===== src/rtl/spi_pkg.sv =====
// Shared types and frame constants for the SPI master transmitter.
//   spi_state_e  : frame sequencer states
//   *_PULSES     : sclk pulses per frame (preamble, data, trailer)
package spi_pkg;

  typedef enum logic [1:0] {
    IDLE  = 2'd0,
    LEAD  = 2'd1,
    CLOCK = 2'd2,
    TRAIL = 2'd3
  } spi_state_e;

  localparam int unsigned PRE_PULSES   = 1;
  localparam int unsigned DATA_BITS    = 8;
  localparam int unsigned TRAIL_PULSES = 1;
  localparam int unsigned TOTAL_PULSES = PRE_PULSES + DATA_BITS + TRAIL_PULSES;

endpackage


===== src/rtl/spi_clk_div.sv =====
// Half-period tick generator for the SPI master.
//   clk, rst_n : system clock, asynchronous active-low reset
//   enable     : count while high; counter is held at zero while low, so it
//                restarts from zero whenever enable rises
//   tick       : one-cycle pulse on every CLK_DIV-th enabled cycle
module spi_clk_div #(
  parameter int unsigned CLK_DIV = 2
) (
  input  logic clk,
  input  logic rst_n,
  input  logic enable,
  output logic tick
);

  localparam int unsigned CW = $clog2(CLK_DIV + 1);
  localparam logic [CW-1:0] LAST = CW'(CLK_DIV - 1);

  logic [CW-1:0] r_cnt;

  always_ff @(posedge clk or negedge rst_n) begin
    if (!rst_n) begin
      r_cnt <= '0;
    end else if (!enable || (r_cnt == LAST)) begin
      r_cnt <= '0;
    end else begin
      r_cnt <= r_cnt + CW'(1);
    end
  end

  assign tick = enable && (r_cnt == LAST);

endmodule


===== src/rtl/spi_master_tx.sv =====
// Byte-oriented SPI master transmitter.
// Frame: LEAD (cs low, sclk low, CLK_DIV cycles), 10 sclk pulses (preamble,
// DATA_W data bits MSB first, trailer), TRAIL (CLK_DIV cycles), then a
// one-cycle done with cs high. mosi changes on rising sclk; the slave
// samples on falling sclk.
// Ports:
//   clk, rst_n : system clock, asynchronous active-low reset
//   start, din : frame request and byte (sampled/latched in IDLE only)
//   sclk, mosi, cs : SPI bus (sclk idles low, cs active low)
//   busy, done : frame in progress, one-cycle end-of-frame pulse
// Optional (macro SPI_MASTER_MISO_EN):
//   miso    : sampled on falling sclk of the data pulses, MSB first
//   rx_data : received byte, updated in the done cycle
module spi_master_tx
  import spi_pkg::*;
#(
  parameter int unsigned CLK_DIV = 2,
  parameter int unsigned DATA_W  = 8
) (
  input  logic              clk,
  input  logic              rst_n,
  input  logic              start,
  input  logic [DATA_W-1:0] din,
  output logic              sclk,
  output logic              mosi,
  output logic              cs,
  output logic              busy,
  output logic              done
`ifdef SPI_MASTER_MISO_EN
  ,
  input  logic              miso,
  output logic [DATA_W-1:0] rx_data
`endif
);

  if (CLK_DIV < 1) begin : g_bad_clk_div
    $error("spi_master_tx: CLK_DIV must be at least 1");
  end

  localparam int unsigned PULSES =
    (DATA_W == DATA_BITS) ? TOTAL_PULSES : PRE_PULSES + DATA_W + TRAIL_PULSES;
  localparam logic [4:0] LAST_HALF  = 5'(2 * PULSES - 1);
  localparam logic [4:0] FIRST_DATA = 5'(PRE_PULSES);
  localparam logic [4:0] LAST_DATA  = 5'(PRE_PULSES + DATA_W - 1);

  spi_state_e        r_state, w_state_nxt;
  logic [4:0]        r_edge,  w_edge_nxt;
  logic [DATA_W-1:0] r_shift, w_shift_nxt;
  logic              r_sclk,  w_sclk_nxt;
  logic              r_mosi,  w_mosi_nxt;
  logic              r_cs,    w_cs_nxt;
  logic              r_busy,  w_busy_nxt;
  logic              r_done,  w_done_nxt;
  logic              w_tick;
  logic [4:0]        w_rise_p;

`ifdef SPI_MASTER_MISO_EN
  logic [DATA_W-1:0] r_rx_shift, w_rx_shift_nxt;
  logic [DATA_W-1:0] r_rx_data,  w_rx_data_nxt;
  logic [4:0]        w_fall_p;

  // Pulse whose high phase ends on this tick (even half-period index).
  assign w_fall_p = r_edge >> 1;
`endif

  // Pulse whose high phase starts on this tick (odd half-period index).
  assign w_rise_p = 5'((r_edge + 5'd1) >> 1);

  spi_clk_div #(
    .CLK_DIV (CLK_DIV)
  ) u_clk_div (
    .clk    (clk),
    .rst_n  (rst_n),
    .enable (r_state != IDLE),
    .tick   (w_tick)
  );

  always_ff @(posedge clk or negedge rst_n) begin
    if (!rst_n) begin
      r_state <= IDLE;
      r_edge  <= '0;
      r_shift <= '0;
      r_sclk  <= 1'b0;
      r_mosi  <= 1'b0;
      r_cs    <= 1'b1;
      r_busy  <= 1'b0;
      r_done  <= 1'b0;
    end else begin
      r_state <= w_state_nxt;
      r_edge  <= w_edge_nxt;
      r_shift <= w_shift_nxt;
      r_sclk  <= w_sclk_nxt;
      r_mosi  <= w_mosi_nxt;
      r_cs    <= w_cs_nxt;
      r_busy  <= w_busy_nxt;
      r_done  <= w_done_nxt;
    end
  end

`ifdef SPI_MASTER_MISO_EN
  always_ff @(posedge clk or negedge rst_n) begin
    if (!rst_n) begin
      r_rx_shift <= '0;
      r_rx_data  <= '0;
    end else begin
      r_rx_shift <= w_rx_shift_nxt;
      r_rx_data  <= w_rx_data_nxt;
    end
  end

  assign rx_data = r_rx_data;
`endif

  always_comb begin
    w_state_nxt = r_state;
    w_edge_nxt  = r_edge;
    w_shift_nxt = r_shift;
    w_sclk_nxt  = r_sclk;
    w_mosi_nxt  = r_mosi;
    w_cs_nxt    = r_cs;
    w_busy_nxt  = r_busy;
    w_done_nxt  = 1'b0;
`ifdef SPI_MASTER_MISO_EN
    w_rx_shift_nxt = r_rx_shift;
    w_rx_data_nxt  = r_rx_data;
`endif

    unique case (r_state)
      IDLE: begin
        if (start) begin
          w_state_nxt = LEAD;
          w_shift_nxt = din;
          w_cs_nxt    = 1'b0;
          w_busy_nxt  = 1'b1;
          w_sclk_nxt  = 1'b0;
          w_mosi_nxt  = 1'b0;
        end
      end

      LEAD: begin
        if (w_tick) begin
          // Rising edge of the preamble pulse.
          w_state_nxt = CLOCK;
          w_edge_nxt  = '0;
          w_sclk_nxt  = 1'b1;
          w_mosi_nxt  = 1'b0;
        end
      end

      CLOCK: begin
        if (w_tick) begin
          if (r_edge == LAST_HALF) begin
            w_state_nxt = TRAIL;
            w_edge_nxt  = '0;
            w_sclk_nxt  = 1'b0;
          end else begin
            w_edge_nxt = r_edge + 5'd1;
            if (!r_edge[0]) begin
              w_sclk_nxt = 1'b0;
`ifdef SPI_MASTER_MISO_EN
              if ((w_fall_p >= FIRST_DATA) && (w_fall_p <= LAST_DATA)) begin
                w_rx_shift_nxt = {r_rx_shift[DATA_W-2:0], miso};
              end
`endif
            end else begin
              w_sclk_nxt = 1'b1;
              if ((w_rise_p >= FIRST_DATA) && (w_rise_p <= LAST_DATA)) begin
                w_mosi_nxt  = r_shift[DATA_W-1];
                w_shift_nxt = {r_shift[DATA_W-2:0], 1'b0};
              end else begin
                w_mosi_nxt = 1'b0;
              end
            end
          end
        end
      end

      TRAIL: begin
        if (w_tick) begin
          w_state_nxt = IDLE;
          w_cs_nxt    = 1'b1;
          w_busy_nxt  = 1'b0;
          w_done_nxt  = 1'b1;
`ifdef SPI_MASTER_MISO_EN
          w_rx_data_nxt = r_rx_shift;
`endif
        end
      end

      default: w_state_nxt = IDLE;
    endcase
  end

  assign sclk = r_sclk;
  assign mosi = r_mosi;
  assign cs   = r_cs;
  assign busy = r_busy;
  assign done = r_done;

endmodule


===== config.mk =====
export PLATFORM = sky130hd
export DESIGN_NAME = spi_master_tx
export DESIGN_NICKNAME = d
export VERILOG_FILES = /design/src/rtl/spi_pkg.sv /design/src/rtl/spi_clk_div.sv /design/src/rtl/spi_master_tx.sv
export SDC_FILE = /design/constraint.sdc
export NUM_CORES = 1
export LEC_CHECK = 0
export ABC_AREA = 1
export BUFFER_PORTS_ARGS = -buffer_cell sky130_fd_sc_hd__clkbuf_2
export CAP_MARGIN = 20
export CORE_ASPECT_RATIO = 0.6
export CORE_MARGIN = 1.5
export CORE_UTILIZATION = 45
export DETAILED_ROUTE_END_ITERATION = 7
export HOLD_SLACK_MARGIN = 0.08
export PLACE_DENSITY = 0.72
export SYNTH_ARGS = -nofsm -noshare
export SYNTH_HDL_FRONTEND = slang
export SYNTH_SLANG_ARGS = --single-unit

===== constraint.sdc =====
create_clock -name clk -period 1.6 [get_ports clk]
set_input_delay 0.24 -clock clk [delete_from_list [all_inputs] [get_ports clk]]
set_output_delay 0.24 -clock clk [all_outputs]
set_load 0.005 [all_outputs]

==> reports/results.ini, run 1 <==
[clock_network]
htree_num_levels=1
cts_max_path_buffers=2
cts-root-buf=clkbuf_8
clk_latency_ns=0.26
cts_buffers=3
cts.clk_slew.worst_paths_ns=0.08
clock-sinks=22
cts_tree=done

[worst_setup_path]
cp_slowest_cell=dfrtp_1
startpoint_type=register
crit_type=register to register
path_max_fanout=8
crit_path_cell_trace=buf_4 > ha_4 > nand2_2 > nand2_2 > or2_4 > nor2_8 > nand2_4 > nand2_1 > nand2_1
regToRegStartpoint=r_state[1]
slowest_delay_ns=0.42
worstSetupEndpointType=register
worstPathArrival_ns=1.74
crit_start=r_state[1]
critPathRequiredTime_ns=1.75

[die]
core_area_mm2=0.00254
rows=14
initial_core_util=0.479
die_y_um=43.3
io_pins=16
chipWidth_um=70.2
dieArea_mm2=0.00304

[final_layout]
n_antenna_cell=0
register_area_um2=553
final_common_cell=nand2_1
layout_common_cells=nand2_1, dfrtp_1, clkbuf_2, nand3_1
nets=204
drive_gt1_frac=0.306
areaGrowthSynthToFinish_pct=28.1
n_fill_cell=223
multi_input_area_um2=677
utilization=0.614

[sta]
setup_violations=0
fin_hold_ws_ns=0.202
slew_headroom=0.640
rsz0062_at_grt=true
min_period_ns=1.58
finalCritPeriodShare=0.989
hold_viol=0
worst_pin_slew_ns=0.539
fin_skew_ns=0.00520
max_freq_mhz=632
slew_violations=0

[global_route]
grt_max_degree=23
grt_pass1_vias=976
grt_pass1_wl_mm=4.52
antenna_found_initial=0
gr-total-overflow=0
track_usage=0.196

[min_path]
hold_class=primary input to register
hp-start=din[0]

[status]
status=finished, final reports clean

[routing]
wl_mm=2.72
vias=1099
avgRoutedWirePerCell_um=12.5
vias_per_cell=5.04
drt_iter0_drc=49
drc=0
dr.pass1.iters=4
antenna_left=0

[synthesis]
yosysSeqAreaShare=0.453
syn_area_mm2=0.00122
synthCells=154
ys_seq_elements=22
yosysWarningCount=0
synth_area_per_cell_um2=7.91
yosysUniqueCellTypes=22
synth_nets=171

[power]
leakage_nw=0.803
ir_drop_uv=936
power.density_mw_per_mm2=1940

[place]
gp_congestion=0.844
numPortBuffers=15
dp_hpwl_mm=2.02

[run]
maxCapViolCount=0

==> stage by stage <==
| step | total power, mW | setup TNS, ns | instance area (um^2) | std cells | setup slack [ns] |
|---|---|---|---|---|---|
| after global routing | 3.27 | -0.249 | 1560 | 218 | -0.0422 |
| after global placement | 2.30 | 0 | 1400 | 209 | 0.00739 |
| after detailed placement | 2.36 | -0.150 | 1400 | 209 | -0.0333 |
| after CTS | 2.89 | 0 | 1500 | 216 | 0.00600 |
| final | 3.02 | 0 | 1560 | 218 | 0.0170 |
| after floorplan | 1.92 | 0 | 1220 | 154 | 0.00855 |
==> worst max-delay path: cells and delay by family, from the launching register on <==
kind / cells / cell delay (ns)
adders and majority gates: 1 / 0.16
buffers and inverters: 1 / 0.16
DFF: 1 / 0.42
and+or+nand+nor: 7 / 0.75
==> cell families after synthesis <==
logic type,share of synthesized area
and+or+nand+nor,0.363
DFF,0.453
buffers and inverters,0.0534
AOI/OAI and AO/OA,0.0689
adders and majority gates,0.0617
==> flip-flops by register name (all words and copies together) (netlist names), 2 cells and up <==
name             count
r_state              2
r_edge               5
u_clk_div.r_cnt      2
r_shift              8
==> routing by layer <==
layer | part of all wire | vias up | track usage
met1 | 0.50 | 513 | 0.278
met5 | 0 | - | 0
met4 | 0.0037 | 0 | 0.0462
met3 | 0.043 | 2 | 0.0570
met2 | 0.45 | 21 | 0.299
li1 | - | 563 | -
==> worst paths after layout <==
path,to,slack (ns),cells after the start
hold / removal,r_shift[0],0.20,3
max in group asynchronous,r_edge[1],0.73,2
hold reg to reg,u_clk_div.r_cnt[0],0.45,1
min in group asynchronous,r_state[1],0.48,2
setup / recovery,r_shift[7],0.02,9
setup reg to reg,r_shift[7],0.02,9
==> power by group <==
| part | internal, mW | total (mW) | switching [mW] | leakage [nW] |
|---|---|---|---|---|
| Combinational | 0.736 | 1.80 | 1.06 | 0.499 |
| Sequential | 0.757 | 0.873 | 0.117 | 0.281 |
| Clock | 0.178 | 0.352 | 0.174 | 0.0228 |
==> cell usage after synthesis <==
library cell | instances | area (um^2)
dfrtp_1 | 21 | 526
nand4_1 | 3 | 18.8
or2_4 | 1 | 8.76
nand2_2 | 3 | 18.8
nand2_1 | 60 | 225
o22ai_1 | 2 | 12.5
buf_2 | 1 | 5.00
nor2_2 | 1 | 6.26
nor3_1 | 2 | 10.0
nand3_4 | 1 | 17.5
o211ai_1 | 1 | 7.51
inv_2 | 3 | 11.3
a21oi_2 | 1 | 8.76
ha_1 | 6 | 75.1
a21oi_1 | 3 | 15.0
nor2_1 | 5 | 18.8
inv_1 | 13 | 48.8
o21ai_0 | 8 | 40.0
nor2_8 | 1 | 20.0
nand3_1 | 15 | 75.1
nand2_4 | 2 | 22.5
dfstp_2 | 1 | 26.3
==> cell type report <==
class                   count  share of cell area
flip-flops and latches     22               0.355
inverters                  16              0.0417
clock buffers               4              0.0289
repair buffers             28               0.115
well taps                  32              0.0257
multi-input cells         116               0.434
==> repair_timing <==
action                     4_1_cts  5_1_grt
gates cloned                     1        0
hold endpoints to repair        21        0
hold buffers                     1        0
resized for setup               10       11
setup endpoints to repair        9       16
setup buffers                    1        2
pin swaps                        4        6
Power figures use the tool's default switching activity.
==> run 2, diff against run 1 <==
--- a/config.mk
+++ b/config.mk
@@ -14,6 +14,7 @@
 export DETAILED_ROUTE_END_ITERATION = 7
 export HOLD_SLACK_MARGIN = 0.08
 export PLACE_DENSITY = 0.72
+export REMOVE_ABC_BUFFERS = 1
 export SYNTH_ARGS = -nofsm -noshare
 export SYNTH_HDL_FRONTEND = slang
 export SYNTH_SLANG_ARGS = --single-unit
==> run 2 against run 1 <==
Register-to-register slack about the same. Cell area increased by 0.80%. Utilization increased by 0.49 points. Largest cell class unchanged.
==> reports/results.ini, run 2 (same netlist as run 1, synthesis figures left out) <==
[power]
ir_drop_uv=1380
p_total_mw=3.04
power.density_mw_per_mm2=1930
leakage_nw=0.814

[place]
dp_worst_setup_slack_ns=-0.0793
numPortBuffers=15
dp_hpwl_mm=1.80
gp_congestion=0.801
placed_cell_area_mm2=0.00139

[global_route]
grt_use_met2=0.295
grt_use_met1=0.238
grt_pass1_vias=1013
met3_usage=0.0428
grt-busiest-layer=met2
track_usage=0.177
gr-total-overflow=0
antenna_found_initial=0
grt_max_degree=23
grt_pass1_wl_mm=4.20

[die]
chipWidth_um=70.2
dieArea_mm2=0.00304
initial_core_util=0.479
core_area_mm2=0.00254
die_y_um=43.3
io_pins=16
rows=14

[routing]
drt_iter0_drc=52
vias_per_cell=4.99
avgRoutedWirePerCell_um=11.4
drc=0
vias=1098
wl_mm=2.52
antenna_left=0
dr.pass1.iters=4

[final_layout]
register_area_um2=552
final_common_cell=nand2_1
top_regs=r_shift (8), r_edge (5)
multi_input_area_um2=676
drive_gt1_frac=0.309
largest_reg_flops=8
final_cell_area_mm2=0.00157
n_antenna_cell=0
top_register=r_shift
utilization=0.619
layout_common_cells=nand2_1, dfrtp_1, clkbuf_2, nand3_1, buf_4
areaGrowthSynthToFinish_pct=29.1
n_fill_cell=203
nets=206

[worst_setup_path]
cp_slowest_cell=dfrtp_1
startpoint_type=register
crit_type=register to register
critPathRequiredTime_ns=1.76
crit_path_cell_trace=inv_2 > ha_4 > buf_4 > inv_4 > a21oi_4 > nor2_8 > buf_4 > nand3_1 > nand2_1
worstSetupEndpointType=register
crit_buf_inv=4
slowest_delay_ns=0.40
path_max_fanout=10
path_common_cell=buf_4
cp_top_family=buffers and inverters
worstPathArrival_ns=1.75

[clock_network]
cts-root-buf=clkbuf_8
clock-sinks=22
cts_max_path_buffers=2
cts_buffers=3
clk_latency_ns=0.26
htree_num_levels=1
cts_tree=done
cts.clk_slew.worst_paths_ns=0.08

[sta]
rsz0062_at_grt=true
max_freq_mhz=631
fin_skew_ns=0.00568
worst_pin_slew_ns=0.556
finalCritPeriodShare=0.991
layout_setup_ws_ns=0.0148
slew_violations=0
min_period_ns=1.59
hold_viol=0
slew_headroom=0.629
setup_violations=0

[status]
status=finished, final reports clean

[min_path]
hold_class=primary input to register

[run]
maxCapViolCount=0

-- run 2: layout make-up --
type                       instances  share of cell area
clock buffer                       4              0.0287
inverter                          16              0.0414
multi-input combinational        116               0.430
sequential                        22               0.351
tap                               32              0.0255
timing repair buffer              30               0.123
-- run 2: worst paths after layout --
| path | startpoint | end | slack (ns) | depth (start not counted) |
|---|---|---|---|---|
| worst max-delay path | r_state[0] | r_shift[1] | 0.01 | 9 |
| worst min-delay path | din[0] | r_shift[0] | 0.21 | 3 |
| worst max register to register | r_state[0] | r_shift[1] | 0.01 | 9 |
| worst min register to register | u_clk_div.r_cnt[0] | u_clk_div.r_cnt[0] | 0.45 | 1 |
| max in group asynchronous | rst_n | r_shift[6] | 0.73 | 2 |
| min in group asynchronous | rst_n | busy | 0.49 | 2 |
-- run 2: timing repair --
action,in CTS,in global routing
setup endpoints to repair,8,12
hold buffers,1,0
buffers inserted,2,4
gates cloned,1,0
hold endpoints to repair,21,0
pin swaps,3,5
resized for setup,8,10
-- run 2: worst reg2reg max path: stages, from the launching register on --
cell and delay [ns]:
dfrtp_1 0.40, inv_2 0.11, ha_4 0.17, buf_4 0.15
inv_4 0.07, a21oi_4 0.24, nor2_8 0.06, buf_4 0.14
nand3_1 0.07, nand2_1 0.05
-- run 2: metrics by stage --
| step | hold WS [ns] | TNS (ns) | cells |
|---|---|---|---|
| 2_1_floorplan | -0.0556 | -1.06 | 153 |
| 5_1_grt | 0.218 | -0.535 | 220 |
| 3_3_place_gp | 0.247 | -0.00245 | 208 |
| 6_report | 0.209 | 0 | 220 |
| 4_1_cts | 0.208 | 0 | 216 |
| 3_5_place_dp | 0.254 | -0.554 | 208 |
-- run 2: power breakdown --
| group | internal, mW | leakage (nW) | switching [mW] |
|---|---|---|---|
| Sequential | 0.756 | 0.282 | 0.113 |
| Combinational | 0.777 | 0.508 | 1.04 |
| Clock | 0.177 | 0.0228 | 0.173 |
-- run 2: per-layer routing --
metal | wire length (um) | part of all wire | vias to the layer above
li1 | - | - | 568
met1 | 1250 | 0.50 | 501
met2 | 1130 | 0.45 | 27
met3 | 119 | 0.047 | 2
met4 | 9 | 0.0036 | 0
met5 | 0 | 0 | -
